`config.mk`:
```
export PLATFORM = sky130hd
export DESIGN_NAME = ccff_bitstream_loader
export DESIGN_NICKNAME = d
export VERILOG_FILES = /design/src/rtl/ccff_bitstream_loader.sv
export SDC_FILE = /design/constraint.sdc
export NUM_CORES = 1
export LEC_CHECK = 0
export CAP_MARGIN = 20
export CORE_UTILIZATION = 40
export CTS_CLUSTER_SIZE = 8
export DETAILED_ROUTE_END_ITERATION = 10
export PLACE_DENSITY = 0.63
export SLEW_MARGIN = 5
export SYNTH_ARGS = -nofsm -noshare
export SYNTH_HDL_FRONTEND = slang
export SYNTH_SLANG_ARGS = --single-unit
```
`constraint.sdc`:
```
create_clock -name prog_clk -period 4 [get_ports prog_clk]
set_clock_uncertainty 0.05 [all_clocks]
set_input_delay 0.8 -clock prog_clk [delete_from_list [all_inputs] [get_ports prog_clk]]
set_output_delay 0.8 -clock prog_clk [all_outputs]
set_load 0.02 [all_outputs]
```
`src/rtl/ccff_bitstream_loader.sv`:
```
// Serialises bitstream words onto a configuration flip-flop chain and
// returns the bits leaving the chain tail as readback words.
//
// Ports: prog_clk/prog_reset_n clock and async active-low reset;
// start/abort load control pulses; in_valid/in_data/in_ready bitstream
// word stream (MSB shifted first); ccff_head/ccff_shift_en chain drive;
// ccff_tail chain output; rb_valid/rb_data readback words (first tail
// bit in the MSB); busy/done/aborted load status.
module ccff_bitstream_loader #(
  parameter int WORD_W    = 8,
  parameter int CHAIN_LEN = 64
) (
  input  logic              prog_clk,
  input  logic              prog_reset_n,
  input  logic              start,
  input  logic              abort,
  input  logic              in_valid,
  input  logic [WORD_W-1:0] in_data,
  output logic              in_ready,
  output logic              ccff_head,
  output logic              ccff_shift_en,
  input  logic              ccff_tail,
  output logic              rb_valid,
  output logic [WORD_W-1:0] rb_data,
  output logic              busy,
  output logic              done,
  output logic              aborted
);

  localparam int NWORDS = CHAIN_LEN / WORD_W;
  localparam int WL_W   = $clog2(NWORDS + 1);
  localparam int BC_W   = $clog2(WORD_W);

  localparam logic [WL_W-1:0] WL_FULL = WL_W'(NWORDS);
  localparam logic [BC_W-1:0] BC_LAST = BC_W'(WORD_W - 1);

  if ((CHAIN_LEN % WORD_W) != 0 || WORD_W < 2) begin : g_bad_params
    $error("CHAIN_LEN must be a multiple of WORD_W, WORD_W >= 2");
  end

  typedef enum logic [1:0] {
    IDLE,
    WAIT_WORD,
    SHIFT
  } state_t;

  state_t            state;
  logic [WL_W-1:0]   words_left;
  logic [BC_W-1:0]   bit_cnt;
  logic [WORD_W-1:0] sreg;
  logic [WORD_W-1:0] rb_sh;
  logic              last_bit;
  logic              take;

  assign last_bit = (state == SHIFT) && (bit_cnt == BC_LAST);

  // abort wins over a coincident handshake, so the word stays unconsumed
  assign in_ready = !abort &&
                    ((state == WAIT_WORD) ||
                     (last_bit && (words_left != '0)));

  assign take = in_ready && in_valid;

  always_ff @(posedge prog_clk or negedge prog_reset_n) begin
    if (!prog_reset_n) begin
      state         <= IDLE;
      words_left    <= '0;
      bit_cnt       <= '0;
      sreg          <= '0;
      rb_sh         <= '0;
      ccff_head     <= 1'b0;
      ccff_shift_en <= 1'b0;
      rb_valid      <= 1'b0;
      rb_data       <= '0;
      busy          <= 1'b0;
      done          <= 1'b0;
      aborted       <= 1'b0;
    end else begin
      rb_valid <= 1'b0;
      done     <= 1'b0;
      if (abort && (state != IDLE)) begin
        state         <= IDLE;
        words_left    <= '0;
        bit_cnt       <= '0;
        ccff_head     <= 1'b0;
        ccff_shift_en <= 1'b0;
        busy          <= 1'b0;
        aborted       <= 1'b1;
      end else begin
        // tail is sampled before this edge shifts the chain
        if (state == SHIFT) begin
          rb_sh <= {rb_sh[WORD_W-2:0], ccff_tail};
        end
        unique case (state)
          IDLE: begin
            if (start) begin
              words_left <= WL_FULL;
              aborted    <= 1'b0;
              busy       <= 1'b1;
              state      <= WAIT_WORD;
            end
          end
          WAIT_WORD: begin
            if (take) begin
              ccff_head     <= in_data[WORD_W-1];
              sreg          <= in_data << 1;
              bit_cnt       <= '0;
              words_left    <= words_left - WL_W'(1);
              ccff_shift_en <= 1'b1;
              state         <= SHIFT;
            end
          end
          SHIFT: begin
            if (!last_bit) begin
              ccff_head <= sreg[WORD_W-1];
              sreg      <= sreg << 1;
              bit_cnt   <= bit_cnt + BC_W'(1);
            end else begin
              rb_valid <= 1'b1;
              rb_data  <= {rb_sh[WORD_W-2:0], ccff_tail};
              if (take) begin
                ccff_head  <= in_data[WORD_W-1];
                sreg       <= in_data << 1;
                bit_cnt    <= '0;
                words_left <= words_left - WL_W'(1);
              end else if (words_left == '0) begin
                ccff_head     <= 1'b0;
                ccff_shift_en <= 1'b0;
                busy          <= 1'b0;
                done          <= 1'b1;
                state         <= IDLE;
              end else begin
                // stream stalled: chain holds until the next word
                ccff_head     <= 1'b0;
                ccff_shift_en <= 1'b0;
                state         <= WAIT_WORD;
              end
            end
          end
          default: state <= IDLE;
        endcase
      end
    end
  end

endmodule

```
## After elaboration in Yosys (flattened, before gate mapping)

Index checks and enable logic that the tools add are counted.

| storage, ports and cells | value |
|---|---|
| register bits after elaboration | 38 |
| input port bits | 14 |
| output and inout bits | 15 |
| word-level logic and storage cells | 95 |

| operators by class | value |
|---|---|
| $add $sub $neg | 2 |
| equal/unequal tests | 8 |
| muxes and demuxes | 46 |
| bitwise gates (word level) | 1 |
| reduce and logical (&&, ||, !) cells | 26 |

Operator list:

| cell | count |
|---|---|
| 1-bit two-way mux | 25 |
| 4-bit two-way mux | 4 |
| 8-bit two-way mux | 2 |
| 8-bit case mux with 2 select lines | 1 |
| 4-bit case mux with 3 select lines | 1 |
| 2-bit two-way mux | 5 |
| 3-bit two-way mux | 3 |
| 3-bit by 2-bit != test with 1-bit output, second input constant | 3 |
| 2-bit AND reduction | 4 |
| 4-bit AND reduction | 2 |
| 2-bit nonzero test | 4 |
| 4-bit nonzero test | 2 |
| 1-bit case mux with 2 select lines | 3 |
| 2-bit case mux with 3 select lines | 1 |
| 3-bit case mux with 2 select lines | 1 |
| 3-bit AND reduction | 2 |
| 3-bit nonzero test | 2 |
| 1-bit logical AND | 5 |
| 5-bit AND reduction | 1 |
| 4-bit zero test | 1 |
| 4-bit by 1-bit subtractor with 4-bit output, second input constant | 1 |
| 3-bit by 1-bit adder with 3-bit output, second input constant | 1 |
| 3-bit equality test, second input constant | 1 |
| 3-bit by 1-bit != test with 1-bit output, second input constant | 1 |
| 7 further kinds | 7 |

## Longest topological paths before layout

| logic depth | value |
|---|---|
| word-level depth | 10 |
| mapped depth | 8 |
| depth with buffers taken out | 6 |

## Worst setup path before layout

No wires, ideal clock.

| timing | value |
|---|---|
| kind | input to output |
| start point | in abort |
| end point | out in_ready |
| data arrival time | 1,459 ps |
| data required time | 3,150 ps |
| setup slack | 1,691 ps |
| cell stages on the path | 2 |
| path buffers | 1 |
| path through | buf_2 > nor3_1 |

| on the way | value |
|---|---|
| longest elaborated chain between the ends | 2 |

Ends and longest elaborated chain:

| item | line | text |
|---|---|---|
| start, declared | 16 | `input logic abort,` |
| 1-bit zero test | 58 | `assign in_ready = !abort &&` |
| 1-bit logical AND | 58 |  |
| end, declared | 19 | `output logic in_ready,` |

No other way between the ends.

## Worst setup path in the final report

| timing | value |
|---|---|
| start point | reg state[0] |
| end point | out in_ready |

| on the way | value |
|---|---|
| longest elaborated chain between the ends | 5 |
| elaborated cells on any way between the ends | 6 |
| those cells by class | 2 x eq/ne; 4 x reduce/logical |

Ends and longest elaborated chain:

| item | line | text |
|---|---|---|
| start, declared | 47 | `state_t state;` |
| start signal, assigned | 66 | `state <= IDLE;` |
| start signal, assigned | 82 | `state <= IDLE;` |
| start signal, assigned | 100 | `state <= WAIT_WORD;` |
| 2-bit equality test | 55 | `assign last_bit = (state == SHIFT) && (bit_cnt == BC_LAST);` |
| 1-bit logical AND | 55 |  |
| 1-bit logical AND | 60 | `(last_bit && (words_left != '0)));` |
| 1-bit logical OR * | 59 | `((state == WAIT_WORD) \|\|` |
| 1-bit logical AND * | 58 |  |

Every way passes the cells marked *; elsewhere a longest branch is shown, timed or not.

==> results_dict.tcl <==
set metrics [dict create \
    rsz0062_at_grt "no" \
    htreeDepth 2 \
    place_congestion 0.835 \
    viasPerCell 5.51 \
    ant_nets 0 \
    initial_core_util 0.420 \
    slowest_stage "clkdlybuf4s50_1" \
    yosysUniqueCellTypes 56 \
    hpwl_mm 2.99 \
    synthTopCellsByCount "dfrtp_1, mux2_2, inv_1, a21oi_1, ha_1" \
    die_area_sq_mm 0.00532 \
    worstPathArrival_ns 2.33 \
    cts_resized 0 \
    fin_ws_ns 0.822 \
    peakVddDrop_mv 0.323 \
    synthArstFlopShare 1.00 \
    status "complete, no violations" \
    core_region_area_sq_mm 0.00479 \
    rr_worst_depth 5 \
    grt_use_total 0.182 \
    finalCriticalPeriod_ns 3.18 \
    power.density_mw_per_mm2 647 \
    layout-drive-gt1-share 0.193 \
    path_class "reg -> out" \
    die_w_um 72.9 \
    clk_latency_ns 0.29 \
    antenna_cells 0 \
    wire_per_inst_um 15.6 \
    grt_pass1_vias 1500 \
    r2r_slack_ns 1.60 \
    critPathCaptureType "primary output" \
    clock.fmax_ghz 0.315 \
    wl_mm 4.20 \
    critPathBufInv 2 \
    grt_max_degree 39 \
    period_share 0.794 \
    first_pass_iters 4 \
    antenna_found_initial 0 \
    drv_slew 0 \
    cp-start-kind "register" \
    hold_depth 1 \
    syn_inst 174 \
    r2r-end "rb_data[2]" \
    leakagePower_nw 1.08 \
    io_buffers 28 \
    r2r_start "state[0]" \
    ioPinCount 29 \
    syn_area_per_cell_sq_um 11.6 \
    yosys.area.top_type "dfrtp_1" \
    drc 0 \
    drtIter0Drc 45 \
    setup_viol 0 \
    cpLargestDelayFamily "buffers and inverters" \
    holdCritStartpoint "sreg[0]" \
    synth.top_cell.area_share 0.473 \
    slowest_delay_ns 0.64 \
    fp.dieH_um 72.9 \
    cts_made_buffers 5 \
    hp-class "reg -> reg" \
    num_vias 1482 \
    clock_path_buffers 2 \
    setup_tns_ns 0 \
    ctsHoldBuffers 0 \
    critPathRequiredTime_ns 3.15 \
    cts.clk_slew.worst_paths_ns 0.08 \
    maxCapViolations 0 \
    cp_max_fo 12 \
    maxSlewHeadroom 0.439 \
    ys_ff_latch 38 \
    final_nets 224 \
    cts_tree "built" \
    synth_warnings 0 \
    cp_cell_sequence "inv_1, ha_1, a21oi_1, nor3_1, clkdlybuf4s50_1" \
    synth_area_leaders "dfrtp_1, mux2_2, ha_1, o32ai_1, inv_1" \
    holdPathEnd "sreg[0]" \
    yosysMostFrequentCell "dfrtp_1" \
    cts_root_buf "clkbuf_8" \
    ys_seq_area_frac 0.473 \
    synth-edff-count 0 \
    cp-startpoint "state[0]" \
    syn-cell-area_sq_mm 0.00201 \
    synth_top_flop_cell "dfrtp_1" \
    grt_pass1_wl_mm 7.33 \
    hold_viol 0 \
    dp_slack_ns 0.867 \
    fill_cells 434 \
    syn2layout_area_growth_pct 22.6 \
    worst_pin_slew_ns 0.842 \
    grt-ovfl-total 0 \
    rows 25 \
    clock_sinks 38 \
    cts_setup_buffers 0 \
    synth_nets 197 \
]
==> per-stage QoR <==
stage / utilization / power, W / cells / cell area (sq um) / hold WS, ns
global placement: 0.485 / 0.00117 / 261 / 2320 / 0.427
CTS: 0.515 / 0.00161 / 269 / 2470 / 0.455
detailed placement: 0.485 / 0.00120 / 261 / 2320 / 0.435
finish: 0.515 / 0.00160 / 269 / 2470 / 0.455
global route: 0.515 / 0.00171 / 269 / 2470 / 0.484
floorplan: - / 0.00104 / 174 / 2010 / 0.405
==> cells in the final DEF (no fill, tap or decap), types with 2 or more instances in the layout <==
master | Yosys | routed
o22ai_1 | 2 | 2
clkbuf_8 | 0 | 6
o32ai_1 | 8 | 8
dfrtp_1 | 38 | 38
nand2b_1 | 3 | 3
a32o_1 | 3 | 3
o21ai_0 | 5 | 5
nand3_1 | 3 | 3
ha_1 | 9 | 9
nor3_1 | 4 | 4
clkdlybuf4s50_1 | 0 | 27
inv_1 | 15 | 15
nor2_1 | 3 | 3
mux2i_1 | 3 | 3
bufinv_16 | 0 | 2
mux2_2 | 17 | 17
nand2_1 | 5 | 5
and2_1 | 3 | 3
a21oi_1 | 9 | 9
==> layer usage <==
| metal | track usage | part of all wire |
|---|---|---|
| met5 | 0 | 0 |
| met1 | 0.253 | 0.46 |
| met4 | 0.0675 | 0.015 |
| met3 | 0.0552 | 0.053 |
| met2 | 0.268 | 0.48 |
==> worst max path at each step <==
stage | end | slack [ns] | cells after the start
after floorplan | in_ready | 1.69 | 2
after global placement | in_ready | 0.89 | 3
after detailed placement | in_ready | 0.87 | 3
after CTS | in_ready | 0.80 | 5
after global routing | in_ready | 0.59 | 5
final | in_ready | 0.82 | 5
==> cells by family (layout without fill, tap and decap cells) <==
kind of cell             count (synthesis)  in the layout  share of synthesized area
multiplexers                            20             20                      0.110
AO/OA/AOI/OAI                           44             44                      0.174
flip-flops                              38             38                      0.473
AND/OR/NAND/NOR                         39             39                      0.134
adder cells (fa/ha/maj)                  9              9                     0.0560
buffers and inverters                   24             52                     0.0535
==> cell type report <==
| type | instances | area [sq um] | share of cell area |
|---|---|---|---|
| repair buffers | 28 | 275 | 0.112 |
| inverters | 16 | 60.1 | 0.0244 |
| multi-input cells | 112 | 953 | 0.387 |
| well taps | 67 | 83.8 | 0.0340 |
| flip-flops and latches | 38 | 951 | 0.386 |
| clock inverters | 2 | 60.1 | 0.0244 |
| clock buffers | 6 | 82.6 | 0.0335 |
==> registers in the layout (all words and copies together), names as in the netlist, 2 cells and up <==
register    cells
bit_cnt         3
words_left      4
state           2
rb_data         8
sreg            8
rb_sh           7
==> where the power goes <==
| group | switching, W | total (W) | internal (W) | leakage (nW) |
|---|---|---|---|---|
| Clock | 0.000138 | 0.000404 | 0.000266 | 0.0714 |
| Sequential | 0.0000776 | 0.000571 | 0.000493 | 0.489 |
| Combinational | 0.000352 | 0.000621 | 0.000269 | 0.515 |
==> worst reg2reg max path: stages (launching register included) <==
cell and delay, ns:
dfrtp_1 0.42, inv_1 0.13, ha_1 0.33, nand2b_1 0.44, and3_1 0.52, mux2_2 0.39
(Power assumes the default switching activity.)
